===== src/rtl/root_pkg.sv =====
// Shared widths and FSM encoding for the Root job dispatcher.
package root_pkg;

  localparam int BASE_W  = 10;
  localparam int EXP_W   = 3;
  localparam int FRAC_W  = 10;
  localparam int RES_W   = BASE_W + FRAC_W;
  localparam int TIMER_W = 8;

  typedef enum logic [2:0] {
    ST_IDLE  = 3'd0,
    ST_ISSUE = 3'd1,
    ST_WAIT  = 3'd2,
    ST_DRAIN = 3'd3,
    ST_RESP  = 3'd4
  } state_t;

endpackage


===== src/rtl/root_req_fifo.sv =====
// Synchronous request FIFO of {tag, exp, base}. The head is shown combinationally.
// The full flag comes from the registered count, so a pop in the same cycle does not free a slot.
module root_req_fifo
  import root_pkg::*;
#(
  parameter int DEPTH = 4,
  parameter int W     = BASE_W + EXP_W + 4
) (
  input  logic         clk,
  input  logic         rst_n,
  input  logic         push,
  input  logic         pop,
  input  logic [W-1:0] din,
  output logic         full,
  output logic         empty,
  output logic [W-1:0] head
);

  localparam int PTR_W = $clog2(DEPTH);

  logic [W-1:0]     mem [DEPTH];
  logic [PTR_W-1:0] wr_ptr;
  logic [PTR_W-1:0] rd_ptr;
  logic [PTR_W:0]   count;
  logic             do_push;
  logic             do_pop;

  assign full    = (count == (PTR_W + 1)'(DEPTH));
  assign empty   = (count == '0);
  assign do_push = push & ~full;
  assign do_pop  = pop & ~empty;
  assign head    = mem[rd_ptr];

  // pointer and occupancy bookkeeping; pointers wrap at DEPTH
  always_ff @(posedge clk) begin
    if (!rst_n) begin
      wr_ptr <= '0;
      rd_ptr <= '0;
      count  <= '0;
    end else begin
      if (do_push) wr_ptr <= wr_ptr + 1'b1;
      if (do_pop)  rd_ptr <= rd_ptr + 1'b1;
      case ({do_push, do_pop})
        2'b10:   count <= count + 1'b1;
        2'b01:   count <= count - 1'b1;
        default: count <= count;
      endcase
    end
  end

  // storage write; contents need no reset because count guards every read
  always_ff @(posedge clk) begin
    if (do_push) mem[wr_ptr] <= din;
  end

endmodule


===== src/rtl/root_job_dispatcher.sv =====
// Root job dispatcher: queues n-th root requests and runs them through the Root engine
// one at a time. It returns each tagged 10.10 result on a valid/ready port.
//
// state | meaning
// IDLE  | wait for a queued request while the Root strobe is low
// ISSUE | one-cycle start pulse to Root; clear the timer
// WAIT  | count cycles until Root answers or the timeout expires
// DRAIN | show the error response; wait for the handshake and the late Root strobe
// RESP  | show the result; on handshake pop the request and return to IDLE
module root_job_dispatcher
  import root_pkg::*;
#(
  parameter int DEPTH   = 4,
  parameter int TAG_W   = 4,
  parameter int TIMEOUT = 255
) (
  input  logic              clk,
  input  logic              rst_n,
  input  logic              req_valid,
  output logic              req_ready,
  input  logic [BASE_W-1:0] req_base,
  input  logic [EXP_W-1:0]  req_exp,
  input  logic [TAG_W-1:0]  req_tag,
  output logic              rsp_valid,
  input  logic              rsp_ready,
  output logic [RES_W-1:0]  rsp_data,
  output logic [TAG_W-1:0]  rsp_tag,
  output logic              rsp_err,
  output logic              root_in_valid,
  output logic [BASE_W-1:0] root_in_data_1,
  output logic [EXP_W-1:0]  root_in_data_2,
  input  logic              root_out_valid,
  input  logic [RES_W-1:0]  root_out_data,
  output logic              busy
);

  localparam int ENT_W = TAG_W + EXP_W + BASE_W;

  state_t             state, state_n;
  logic [TIMER_W-1:0] timer;
  logic               ov_q, ov_rise;
  logic               rsp_done, ov_seen;
  logic               full, empty, push, pop, hs;
  logic [ENT_W-1:0]   head;
  logic [TAG_W-1:0]   head_tag;
  logic [EXP_W-1:0]   head_exp;
  logic [BASE_W-1:0]  head_base;
  logic               timed_out;

  assign {head_tag, head_exp, head_base} = head;
  assign req_ready      = ~full;
  assign push           = req_valid & req_ready;
  assign hs             = rsp_valid & rsp_ready;
  assign ov_rise        = root_out_valid & ~ov_q;
  assign timed_out      = (timer == TIMER_W'(TIMEOUT));
  assign root_in_valid  = (state == ST_ISSUE);
  assign root_in_data_1 = head_base;
  assign root_in_data_2 = head_exp;
  assign busy           = (state != ST_IDLE) | ~empty;

  root_req_fifo #(.DEPTH(DEPTH), .W(ENT_W)) u_fifo (
    .clk   (clk),
    .rst_n (rst_n),
    .push  (push),
    .pop   (pop),
    .din   ({req_tag, req_exp, req_base}),
    .full  (full),
    .empty (empty),
    .head  (head)
  );

  // next-state and pop decode
  always_comb begin
    state_n = state;
    pop     = 1'b0;
    case (state)
      ST_IDLE: begin
        if (!empty) begin
          if (head_exp == '0)       state_n = ST_RESP;
          else if (!root_out_valid) state_n = ST_ISSUE;
        end
      end
      ST_ISSUE: state_n = ST_WAIT;
      ST_WAIT: begin
        if (ov_rise)        state_n = ST_RESP;
        else if (timed_out) state_n = ST_DRAIN;
      end
      ST_DRAIN: begin
        // the timed-out job leaves the queue as soon as its error response is accepted
        pop = hs;
        if ((rsp_done | hs) & (ov_seen | ov_rise)) state_n = ST_IDLE;
      end
      ST_RESP: begin
        if (hs) begin
          pop     = 1'b1;
          state_n = ST_IDLE;
        end
      end
      default: state_n = ST_IDLE;
    endcase
  end

  // state, timer, strobe edge detect and response registers
  always_ff @(posedge clk) begin
    if (!rst_n) begin
      state     <= ST_IDLE;
      timer     <= '0;
      ov_q      <= 1'b0;
      rsp_valid <= 1'b0;
      rsp_data  <= '0;
      rsp_tag   <= '0;
      rsp_err   <= 1'b0;
      rsp_done  <= 1'b0;
      ov_seen   <= 1'b0;
    end else begin
      state <= state_n;
      ov_q  <= root_out_valid;
      case (state)
        ST_IDLE: begin
          if (!empty && head_exp == '0) begin
            rsp_valid <= 1'b1;
            rsp_data  <= '0;
            rsp_err   <= 1'b1;
            rsp_tag   <= head_tag;
          end
        end
        ST_ISSUE: timer <= '0;
        ST_WAIT: begin
          if (timer != '1) timer <= timer + 1'b1;
          rsp_done <= 1'b0;
          ov_seen  <= 1'b0;
          if (ov_rise) begin
            rsp_valid <= 1'b1;
            rsp_data  <= root_out_data;
            rsp_err   <= 1'b0;
            rsp_tag   <= head_tag;
          end else if (timed_out) begin
            rsp_valid <= 1'b1;
            rsp_data  <= '0;
            rsp_err   <= 1'b1;
            rsp_tag   <= head_tag;
          end
        end
        ST_DRAIN: begin
          if (hs) rsp_valid <= 1'b0;
          if (state_n == ST_IDLE) begin
            rsp_done <= 1'b0;
            ov_seen  <= 1'b0;
          end else begin
            rsp_done <= rsp_done | hs;
            ov_seen  <= ov_seen | ov_rise;
          end
        end
        ST_RESP: begin
          if (hs) rsp_valid <= 1'b0;
        end
        default: ;
      endcase
    end
  end

endmodule


===== config.mk =====
export PLATFORM = sky130hd
export DESIGN_NAME = root_job_dispatcher
export DESIGN_NICKNAME = d
export VERILOG_FILES = /design/src/rtl/root_pkg.sv /design/src/rtl/root_req_fifo.sv /design/src/rtl/root_job_dispatcher.sv
export SDC_FILE = /design/constraint.sdc
export NUM_CORES = 1
export LEC_CHECK = 0
export BUFFER_PORTS_ARGS = -buffer_cell sky130_fd_sc_hd__buf_2
export CAP_MARGIN = 20
export CORE_AREA = 2 2 158 129
export DETAILED_ROUTE_END_ITERATION = 7
export DIE_AREA = 0 0 160 131
export MAX_ROUTING_LAYER = met4
export PLACE_DENSITY_LB_ADDON = 0.25
export SLEW_MARGIN = 15
export SYNTH_ARGS = -nofsm -noshare
export SYNTH_HDL_FRONTEND = slang
export SYNTH_SLANG_ARGS = --single-unit

===== constraint.sdc =====
create_clock -name clk -period 7.1 [get_ports clk]
set_clock_uncertainty 0.15 [all_clocks]
set_input_delay 1.42 -clock clk [delete_from_list [all_inputs] [get_ports clk]]
set_output_delay 1.42 -clock clk [all_outputs]
set_load 0.05 [all_outputs]

==> flow_summary.toml <==
[power]
switching_share_pct = 23.4
p_seq_share_pct = 41.0
combPwrFrac_pct = 10.2
pwr_density_cell_nw_per_um2 = 310
intPower_mw = 1.43
power.switching_mw = 0.437
leakagePower_nw = 2.22
clkPwrFrac_pct = 48.8
ir_worst_vdd_mv = 0.141

[timing]
finalCritPeriodShare_pct = 50.0
finalHoldWorstSlack_ns = 0.297
fmax_mhz = 282
min_period_ns = 3.55
rsz0062_at_grt = "no"
hold_violations = 0
slew-limit-headroom_pct = 28.6
worst_pin_slew_ns = 1.07
finalSetupTns_ns = 0
slew_violations = 0
setup_viol = 0

[synth]
muxShareOfSynthArea_pct = 9.14
synth_fa_ha_area_share_pct = 1.99
yosys_warnings = 0
syn_area_sq_um = 4790
avgSynthCellArea_sq_um = 14.2
synthCells = 338
synth_compound_area_share_pct = 8.73
synthesis.nets = 387
synth_top_family_by_area = "simple AND/OR/NAND/NOR gates"
seq_area_frac_synth_pct = 63.1
synthXorXnorAreaFrac_pct = 1.83
yosysUniqueCellTypes = 45
yosys.area_share.simple_pct = 10.8
synth-seq-cells = 117

[global_routing]
grt_max_degree = 44
met3_usage_pct = 3.98
grt_pass1_wl_microns = 15400
grt_use_met1_pct = 11.6
grt_use_met2_pct = 16.1
track_usage_pct = 10.2
grt_busiest_layer = "met2"
antenna_found_initial = 2
grt_pass1_vias = 2937
overflow = 0

[min_path]
min_path_cells = 2
hp-class = "reg2reg"
hp-start = "rsp_err"
min_to = "rsp_err"

[worst_setup_path]
cp-start-kind = "flop"
reg2reg_slack_ns = 4.14
arrival_ns = 1.98
cp_max_fo = 17
ff2ff_path_depth = 7
cp-end-kind = "output port"
reg2reg_to = "rsp_data[7]"
cp.required_ns = 5.53
timing_worst_setup_path_type = "reg2out"

[routing]
detail_route.drc_violations = 0
dr.first_iter.drc_count = 159
wire_per_inst_microns = 14.3
wl_microns = 9950
vias_per_cell = 4.17
first_pass_iters = 4
ant_nets = 0
vias = 2897

[clocking]
cts_max_path_buffers = 2
cts_setup_buffers = 0
clock-sinks = 117
clkSlewWorstSetupHoldPaths_ns = 0.05
root_buffer = "clkbuf_16"
ctsResizeCount = 0
cts_buffers = 17
hold_buffers = 0
cts_max_level = 4
cts_tree = "done"
clk-insertion-delay-late_ns = 0.40

[cells_and_area]
syn_to_final_growth_pct = 25.7
fin_nets = 464
finish.utilization_pct = 30.9
drive_gt1_share_pct = 33.4
final_area_sq_um = 6020

[floorplanning]
die_x_microns = 160
num_io_pins = 84
dieHeight_microns = 131
start_util_pct = 24.6
num_rows = 46
die_area_sq_um = 21000
coreArea_sq_um = 19500

[run]
drv_cap = 0

[run_status]
status = "completed"

[placed_design]
port_buffers = 83
finalWeightedCongestion = 0.770
placed_cell_area_sq_um = 5380
hpwl_microns = 6250
power by group through the flow:
stage | logic, mW | registers [mW] | clock network (mW)
final | 0.190 | 0.766 | 0.911
after global routing | 0.205 | 0.769 | 0.969
after CTS | 0.192 | 0.766 | 0.935
after detailed placement | 0.191 | 0.780 | 0
after global placement | 0.189 | 0.779 | 0
after floorplan | 0.125 | 0.798 | 0
worst max-delay path, cell delays in order (launching register included):
cell	delay, ns
dfxtp_1	0.90
mux4_2	0.44
buf_2	0.23
cells in the mapped netlist, drive strengths merged:
cell,number,share of area (%)
nor4,2,0.26
or3b,1,0.18
or4,1,0.24
a22oi,20,4.5
and3b,1,0.18
ha,6,1.6
xor2,4,0.73
a21o,1,0.16
inv,9,0.71
fa,1,0.42
nor3,4,0.42
o21bai,1,0.16
nand3,4,0.42
nand2b,1,0.13
nor3b,2,0.31
xnor2,6,1.1
and2,9,1.2
nand2,18,1.4
clkbuf,11,0.86
a21boi,3,0.47
a21oi,7,0.73
and4,1,0.18
dfxtp,49,20
nand3b,1,0.16
nor2b,28,3.7
mux2i,4,0.84
edfxtp,68,43
o211a,1,0.21
o21ai,10,1.2
or3,2,0.26
o211ai,1,0.16
buf,17,2.8
a31o,1,0.18
nand4,1,0.13
o21a,3,0.47
nor2,15,1.2
and3,4,0.52
mux4,17,8.3
a31oi,1,0.13
a221oi,2,0.37
layer usage:
metal  up-vias  share of wire, %
met4         0               1.6
met5         -                 0
met1      1411                45
li1       1392                 -
met3        15               6.2
met2        79                47
logic make-up (layout without fill, tap and decap cells):
| logic type | count (synthesis) | count (layout) |
|---|---|---|
| flops | 117 | 117 |
| simple gates | 95 | 95 |
| compound gates | 51 | 51 |
| buf+inv | 37 | 127 |
| mux | 21 | 21 |
| xor+xnor | 10 | 10 |
| fa+ha+maj | 7 | 7 |
| other cells | 0 | 2 |
registers in the layout, summed over array words and instances (netlist names), 2 cells and up, named ones only:
| name | count |
|---|---|
| state | 3 |
| u_fifo.wr_ptr | 2 |
| rsp_tag | 4 |
| u_fifo.mem | 68 |
| u_fifo.rd_ptr | 2 |
| timer | 8 |
| u_fifo.count | 3 |
| rsp_data | 20 |
metrics by stage:
stage          worst slack, ns  total power [mW]  cells
3_5_place_dp              3.50             0.971    659
5_1_grt                   3.40              1.94    694
2_1_floorplan             3.80             0.923    338
3_3_place_gp              3.60             0.968    659
4_1_cts                   3.45              1.89    691
6_report                  3.55              1.87    694
layout make-up:
class | instances | area [sq um]
diodes | 2 | 5.00
clock buffers | 22 | 444
clock inverters | 10 | 178
fillers | 2009 | 13400
inverters | 9 | 33.8
multi-input cells | 184 | 1560
flip-flops and latches | 117 | 3020
well taps | 264 | 330
repair buffers | 86 | 445
placed cells by master (no fill, tap or decap), drive strengths merged, types with 10 or more instances in the layout:
master	instances
a22oi	20
clkbuf	22
o21ai	10
edfxtp	68
inv	10
nor2b	28
nand2	18
nor2	15
mux4	17
buf	86
dfxtp	49
worst max-delay path by stage:
stage	to	slack [ns]
final	root_in_data_2[2]	3.55
after global routing	root_in_data_2[2]	3.40
after CTS	root_in_data_2[2]	3.45
after detailed placement	u_fifo.count[2]	3.50
after global placement	u_fifo.count[2]	3.60
after floorplan	root_in_data_1[0]	3.80
No activity file was read; power rests on OpenSTA's default activity.
